--- src/rtl/display_pkg.sv ---
// Shared types and helpers for the multiplexed 7-segment scanner.
//   SEG_OFF : segment bus value with every segment and the dp dark (active-low)
//   phase_e : blank/show phase of a digit slot
//   hex7    : nibble to gfedcba glyph, active-low, hex glyphs 0-9 A b C d E F
package display_pkg;

    localparam logic [7:0] SEG_OFF = 8'hFF;

    typedef enum logic {
        PH_BLANK,
        PH_SHOW
    } phase_e;

    function automatic logic [6:0] hex7(input logic [3:0] nibble);
        logic [6:0] g;
        g = 7'b1111111;
        case (nibble)
            4'h0: g = 7'b1000000;
            4'h1: g = 7'b1111001;
            4'h2: g = 7'b0100100;
            4'h3: g = 7'b0110000;
            4'h4: g = 7'b0011001;
            4'h5: g = 7'b0010010;
            4'h6: g = 7'b0000010;
            4'h7: g = 7'b1111000;
            4'h8: g = 7'b0000000;
            4'h9: g = 7'b0010000;
            4'hA: g = 7'b0001000;
            4'hB: g = 7'b0000011;
            4'hC: g = 7'b1000110;
            4'hD: g = 7'b0100001;
            4'hE: g = 7'b0000110;
            4'hF: g = 7'b0001110;
            default: g = 7'b1111111;
        endcase
        return g;
    endfunction

endpackage

--- src/rtl/scan_timer.sv ---
// Slot timing for the digit scanner: a prescaler that wraps every DIV cycles
// and a synchronous modulo-DIGITS slot index advanced on the prescaler tick.
//   clk_sys : clock
//   rst_b   : asynchronous active-low reset
//   idx     : current slot index, 0..DIGITS-1 (registered)
//   wrap    : last cycle of the last slot of a frame
//   phase   : blank/show phase of the current slot, derived from the prescaler
//
// phase    | meaning
// PH_BLANK | first BLANK cycles of a slot, all digits off
// PH_SHOW  | remainder of the slot, digit idx lit
module scan_timer
    import display_pkg::*;
#(
    parameter int DIGITS = 6,
    parameter int DIV    = 50000,
    parameter int BLANK  = 500
) (
    input  logic       clk_sys,
    input  logic       rst_b,
    output logic [2:0] idx,
    output logic       wrap,
    output phase_e     phase
);

    localparam int PRE_W = (DIV > 1) ? $clog2(DIV) : 1;

    logic [PRE_W-1:0] pre_q, pre_d;
    logic [2:0]       idx_q, idx_d;
    logic             tick;

    always_comb begin
        tick  = (pre_q == PRE_W'(DIV - 1));
        pre_d = tick ? '0 : pre_q + 1'b1;
        idx_d = idx_q;
        if (tick) begin
            // Explicit compare rather than a power-of-two rollover so the
            // index never visits values past DIGITS-1.
            idx_d = (idx_q == 3'(DIGITS - 1)) ? 3'd0 : idx_q + 3'd1;
        end
        wrap  = tick && (idx_q == 3'(DIGITS - 1));
        phase = (pre_q < PRE_W'(BLANK)) ? PH_BLANK : PH_SHOW;
    end

    always_ff @(posedge clk_sys or negedge rst_b) begin
        if (!rst_b) begin
            pre_q <= '0;
            idx_q <= '0;
        end else begin
            pre_q <= pre_d;
            idx_q <= idx_d;
        end
    end

    assign idx = idx_q;

endmodule

--- src/rtl/display_scan.sv ---
// Multiplexed common-segment 7-segment driver. New digit data is taken through
// a Load/Ready handshake into a shadow register and copied to the display
// register only on the frame wrap, so a frame never mixes old and new data.
//   Clk   : clock
//   Clr_n : asynchronous active-low reset
//   Load  : capture request for Data/Dp, honoured only while Ready=1
//   Ready : a Load will be accepted this cycle
//   Data  : nibble i at [4i+3:4i] drives digit i
//   Dp    : decimal point per digit, active-high
//   Seg   : {dp,g,f,e,d,c,b,a}, active-low
//   Dig   : digit enables, active-low
//   Idx   : current scan slot
module display_scan
    import display_pkg::*;
#(
    parameter int DIGITS = 6,
    parameter int DIV    = 50000,
    parameter int BLANK  = 500
) (
    input  logic                  Clk,
    input  logic                  Clr_n,
    input  logic                  Load,
    output logic                  Ready,
    input  logic [4*DIGITS-1:0]   Data,
    input  logic [DIGITS-1:0]     Dp,
    output logic [7:0]            Seg,
    output logic [DIGITS-1:0]     Dig,
    output logic [2:0]            Idx
);

    logic [2:0] idx;
    logic       wrap;
    phase_e     phase;

    scan_timer #(
        .DIGITS (DIGITS),
        .DIV    (DIV),
        .BLANK  (BLANK)
    ) u_timer (
        .clk_sys (Clk),
        .rst_b   (Clr_n),
        .idx     (idx),
        .wrap    (wrap),
        .phase   (phase)
    );

    // ready_q low means the shadow register holds data awaiting transfer.
    logic                  ready_q, ready_d;
    logic                  valid_q, valid_d;
    logic [4*DIGITS-1:0]   shadow_q, shadow_d;
    logic [4*DIGITS-1:0]   disp_q, disp_d;
    logic [DIGITS-1:0]     shadow_dp_q, shadow_dp_d;
    logic [DIGITS-1:0]     disp_dp_q, disp_dp_d;
    logic [7:0]            seg_q, seg_d;
    logic [DIGITS-1:0]     dig_q, dig_d;
    logic                  accept;
    logic                  transfer;
    logic [3:0]            nibble;
    logic                  dp_bit;

    always_comb begin
        accept      = Load && ready_q;
        transfer    = wrap && !ready_q;
        ready_d     = ready_q;
        valid_d     = valid_q;
        shadow_d    = shadow_q;
        shadow_dp_d = shadow_dp_q;
        disp_d      = disp_q;
        disp_dp_d   = disp_dp_q;

        // transfer and accept are mutually exclusive: both depend on ready_q
        // with opposite polarity, so a Load landing on the wrap edge is only
        // captured and waits for the next wrap.
        if (transfer) begin
            disp_d    = shadow_q;
            disp_dp_d = shadow_dp_q;
            valid_d   = 1'b1;
            ready_d   = 1'b1;
        end
        if (accept) begin
            shadow_d    = Data;
            shadow_dp_d = Dp;
            ready_d     = 1'b0;
        end

        nibble = disp_q[{idx, 2'b00} +: 4];
        dp_bit = disp_dp_q[idx];
        seg_d  = SEG_OFF;
        dig_d  = '1;
        if (phase == PH_SHOW) begin
            dig_d[idx] = 1'b0;
            if (valid_q) begin
                seg_d = {~dp_bit, hex7(nibble)};
            end
        end
    end

    always_ff @(posedge Clk or negedge Clr_n) begin
        if (!Clr_n) begin
            ready_q     <= 1'b1;
            valid_q     <= 1'b0;
            shadow_q    <= '0;
            shadow_dp_q <= '0;
            disp_q      <= '0;
            disp_dp_q   <= '0;
            seg_q       <= SEG_OFF;
            dig_q       <= '1;
        end else begin
            ready_q     <= ready_d;
            valid_q     <= valid_d;
            shadow_q    <= shadow_d;
            shadow_dp_q <= shadow_dp_d;
            disp_q      <= disp_d;
            disp_dp_q   <= disp_dp_d;
            seg_q       <= seg_d;
            dig_q       <= dig_d;
        end
    end

    assign Ready = ready_q;
    assign Seg   = seg_q;
    assign Dig   = dig_q;
    assign Idx   = idx;

endmodule

--- config.mk ---
export PLATFORM = sky130hd
export DESIGN_NAME = display_scan
export DESIGN_NICKNAME = d
export VERILOG_FILES = /design/src/rtl/display_pkg.sv /design/src/rtl/scan_timer.sv /design/src/rtl/display_scan.sv
export SDC_FILE = /design/constraint.sdc
export NUM_CORES = 1
export LEC_CHECK = 0
export CAP_MARGIN = 10
export CORE_MARGIN = 3
export CORE_UTILIZATION = 49
export DETAILED_ROUTE_END_ITERATION = 7
export PLACE_DENSITY = 0.71
export SETUP_SLACK_MARGIN = 0.05
export SLEW_MARGIN = 20
export SYNTH_ARGS = -nofsm -noshare
export SYNTH_HDL_FRONTEND = slang
export SYNTH_HIERARCHICAL = 1
export SYNTH_SLANG_ARGS = --single-unit
--- constraint.sdc ---
create_clock -name Clk -period 3.3 [get_ports Clk]
set_input_delay 0.495 -clock Clk [delete_from_list [all_inputs] [get_ports Clk]]
set_output_delay 0.495 -clock Clk [all_outputs]
set_load 0.02 [all_outputs]
# After elaboration in Yosys (flattened, before gate mapping)
# Memories as Yosys holds them, arrays and structs flattened.
# Index checks and enable logic that the tools add are counted.
# classes
add_sub_neg,2
n_mul,0
div,0
n_lt_le_gt_ge,3
eq_ne,2
n_shift,1
muxes,11
n_bitwise,2
reduce_logical,6
# op_table
operator,n
$shiftx A24 B6 Y4,1
$add A16 B1 Y16 const B,1
$eq A16 B16 Y1 const B,1
$lt A16 B9 Y1 const B,1
$mux W16,1
$mux W8,2
$mux W6,1
$not A6 Y6,1
$logic_and A1 B1 Y1,4
$lt A3 B4 Y1 const B,1
$mux W1,4
$add A3 B1 Y3 const B,1
$bmux W1 S3,1
$demux W1 S3,1
$eq A3 B3 Y1 const B,1
$ge A3 B1 Y1 const B,1
$mux W3,1
$reduce_bool A2 Y1,1
$logic_not A1 Y1,1
$not A1 Y1,1
# totals
regBits,95
latch_bits,0
mem_bits_rw,0
romBits,112
output_inout_bits,18
wordCells,38
mem_count,1
# memory_table
name,words,word_bits,read_ports,rd_clocked_by_memory_dff,wr,line,source
(no name shown),16,7,1,0,0,display_pkg.sv:17,case (nibble)

# Longest topological paths before layout
# logic_depth
ltp_word,6
ltp_mapped,9
depth_no_buf,8

# By module
# Netlist, hierarchy kept.
# modules_own_cells
module,instances,cells_per_inst,area_each_um2,seq_area_each_um2
display_scan,1,231,3338.2,1920.6
scan_timer,1,81,924.6,475.5

# Worst setup path before layout
# Ideal clock, no wire load.
# synth_path
kind,reg-to-reg
startpoint,register u_timer.pre_q[0]
endpoint,register disp_dp_q[0]
setup_time_ns,0.125
arrival_time_ns,2.291
slack_ns,0.884
stages_incl_launch_ff,9
n_path_buf,1
synth_period_minus_slack_ns,2.416
path_cell_list,dfrtp_1 ha_1 and3_1 and4_4 nand2_2 nor3b_1 nor2b_1 clkbuf_1 mux2_2
# synth_via
elab_chain_cells,3
# synth_lines
element,line,source
from (decl),scan_timer.sv:28,"logic [PRE_W-1:0] pre_q, pre_d;"
from (signal assigned),scan_timer.sv:50,pre_q <= pre_d;
$eq A16 B16 Y1,scan_timer.sv:33,tick = (pre_q == PRE_W'(DIV - 1));
$logic_and A1 B1 Y1,scan_timer.sv:41,wrap = tick && (idx_q == 3'(DIGITS - 1));
net wrap,display_scan.sv:32,logic wrap;
$logic_and A1 B1 Y1,display_scan.sv:63,transfer = wrap && !ready_q;
to (signal assigned),display_scan.sv:114,disp_dp_q <= disp_dp_d;
to (decl),display_scan.sv:53,"logic [DIGITS-1:0] disp_dp_q, disp_dp_d;"
# The timed path passes the listed nets, and every way through them passes these cells.
# A chain may end at the register's enable or synchronous reset.

# Final worst setup path
# layout_path
startpoint,register u_timer.pre_q[11]
endpoint,register disp_dp_q[2]
# Same word-level chain as after synthesis.

==> impl_metrics.csv <==
group,metric,value,unit
outcome,outcome,"complete, no violations",
clock_network,insertion_delay,350,ps
layout,nets,407,
floorplan,die_h,99.3,um
floorplan,start_util,51.1,%
worst_setup_path,critPathKind,"reg2reg",
worst_setup_path,r2r_cells,7,
placement,io_buffer_count,50,
drt,wl,7770,um
clock_network,post_cts.repair.setup_buffers,0,
flow_run,max_cap_violations,0,
worst_setup_path,rr_endpoint,"disp_dp_q[2]",
sta,fin_crit_sh,77.9,%
floorplan,core_area,8340,um2
yosys,syn_area_per_cell,13.7,um2
layout,layout_commonest_cell,"dfrtp_1",
worst_setup_path,rrSetupSlack,730,ps
clock_network,cts_buffers,9,
layout,fin_cells,477,
drt,ant_nets,0,
hold_path,min_path_type,"in2async",
sta,max_freq,389,MHz
layout,final_cell_mix,"dfrtp_1, mux2_2, clkdlybuf4s50_1",
sta,setup_tns,0,ps
sta,fin_hold_ws,134,ps
power,p_total,0.00202,W
floorplan,die_x,99.3,um
layout,area_delta_synth_final,19.4,%
worst_setup_path,cp.required,3540,ps
floorplan,die_area,9850,um2
grt,antenna_found_initial,0,
yosys,ys_ff_latch,95,
worst_setup_path,slowest_delay,450,ps
yosys,synth_edf_count,0,
yosys,yosysUniqueCellTypes,63,
yosys,yosysSeqAreaShare,56.2,%
sta,finClkSkew,9.72,ps
drt,dr.pass1.iters,4,
sta,finalCriticalPeriod,2570,ps
floorplan,core.rowCount,33,
clock_network,cts_tree,"done",
sta,rsz0062_at_grt,"no",
sta,setup_viol,0,
worst_setup_path,timing.rr.start,"u_timer/pre_q[11]",
yosys,synthArstFlopShare,100,%
clock_network,root_buffer,"clkbuf_8",
layout,drive_gt1_share,32.3,%
floorplan,pin_count,51,
worst_setup_path,cp_cell_sequence,"nor4_2 > and4_4 > nand2_2 > nor3b_1 > nor2b_2 > buf_4 > mux2_2",
power,p_leak,2.36,nW
sta,worstMarginPinSlew,718,ps
power,worst_ir_drop_vdd,0.250,mV
layout,nFillCells,674,
yosys,ys.flop_type,"dfrtp_1",
layout,antenna_cells,0,
drt,viasPerCell,5.45,
yosys,synth_area,4260,um2
worst_setup_path,crit_arrival,2810,ps
grt,grt_max_degree,53,
worst_setup_path,path_max_fanout,16,
layout,seqCellArea,2400,um2
placement,dp_cells,461,
worst_setup_path,setup.worst_path.end_class,"register",
grt,gr-usage-all-layers,16.9,%
worst_setup_path,slowest_stage,"dfrtp_1",
grt,grt-ovfl-total,0,
clock_network,cts.clk_slew.worst_paths,90,ps
yosys,postSynthCellCount,312,
layout,final_core_util,61.0,%
placement,dp_hpwl,5530,um
grt,grt_pass1_vias,2626,
yosys,syn_nets,352,
drt,drc,0,
sta,relSlewSlack,52.1,%
power,power_density,397,nW/um2
drt,num_vias,2601,
clock_network,cts_resized,0,
grt,grt_pass1_wl,13200,um
layout,multiInputGateArea,1770,um2
sta,drv_slew,0,
clock_network,cts_sinks,95,
placement,gp_congestion,0.864,
sta,finalHoldViolations,0,
clock_network,htreeDepth,3,
drt,drtIter0Drc,71,
yosys,ys_warn_count,6,
worst_setup_path,start_kind,"register",
drt,wl_per_cell,16.3,um
clock_network,clock_path_buffers,2,
clock_network,postCtsHoldBufs,0,
-- per-layer routing --
| layer | routed length (um) | part of all wire, % | track usage (%) |
|---|---|---|---|
| met1 | 3760 | 48 | 24.7 |
| met4 | 115 | 1.5 | 5.36 |
| met2 | 3530 | 45 | 25.1 |
| met3 | 368 | 4.7 | 3.86 |
| met5 | 0 | 0 | 0 |
-- state kept, by name (all words and copies together), names as in the netlist --
register,count
shadow_dp_q,6
disp_dp_q,6
Ready,1
shadow_q,24
Seg,8
u_timer/pre_q,16
valid_q,1
disp_q,24
u_timer/idx,3
Dig,6
-- worst max path at each step --
| stage | from | to |
|---|---|---|
| 4_1_cts | u_timer/pre_q[11] | disp_dp_q[2] |
| 6_report | u_timer/pre_q[11] | disp_dp_q[2] |
| 3_5_place_dp | u_timer/pre_q[11] | disp_q[2] |
| 2_1_floorplan | u_timer/pre_q[0] | disp_dp_q[0] |
| 3_3_place_gp | u_timer/pre_q[0] | disp_dp_q[4] |
| 5_1_grt | u_timer/pre_q[0] | disp_q[2] |
-- per-stage QoR --
step	instance area [um2]	setup WS [ps]
3_5_place_dp	4880	752
2_1_floorplan	4260	884
5_1_grt	5090	552
6_report	5090	728
4_1_cts	5090	729
3_3_place_gp	4880	804
-- final cells by class --
cell class	count	share of cell area, %
flip-flops and latches	95	47.1
multi-input cells	197	34.7
repair buffers	56	10.9
clock buffers	14	3.39
well taps	105	2.58
clock inverters	2	0.737
inverters	8	0.590
-- cells in the mapped netlist, drive strengths merged, types with 2 or more instances --
cell,instances,share of area (%)
nor4,3,0.59
o22ai,2,0.29
nor2b,4,0.59
a31oi,4,0.94
o21ai,4,0.47
nand4,7,1.2
xnor2,9,1.8
dfstp,15,9.2
and4,3,0.70
a21o,2,0.35
ha,7,2.1
xor2,4,0.82
o31ai,2,0.47
and3,2,0.29
clkbuf,6,0.53
buf,6,1.2
a22oi,2,0.35
nor2,13,1.5
dfrtp,80,47
a221o,2,0.47
and2,2,0.29
mux2,66,18
nand2,14,1.4
a22o,2,0.62
nand3,7,0.82
a21oi,4,0.73
mux2i,8,1.9
inv,8,0.70
nor3,6,0.70
-- cells by family (layout without fill, tap and decap cells) --
group / count (synthesis) / after routing / share of synthesized area (%)
buffers and inverters: 20 / 80 / 2.41
xor gates and xnor gates: 13 / 13 / 2.67
adders and majority gates: 7 / 7 / 2.05
DFF: 95 / 95 / 56.2
AOI/OAI and AO/OA: 35 / 35 / 7.31
muxes: 75 / 75 / 20.1
and+or+nand+nor: 67 / 67 / 9.25
-- critical path, delay by kind of cell (launching register included) --
| family | cells | cell delay, ps |
|---|---|---|
| muxes | 1 | 360 |
| DFF | 1 | 450 |
| buffers and inverters | 1 | 260 |
| and+or+nand+nor | 5 | 1390 |
-- where the power goes --
group	internal (W)	switching, W	leakage, nW	total [W]
sequential	0.00116	0	1.26	0.00116
combinational	0.0000351	0.0000265	0.997	0.0000616
clock	0.000414	0.000381	0.103	0.000795
No activity file was read; power rests on OpenSTA's default activity.
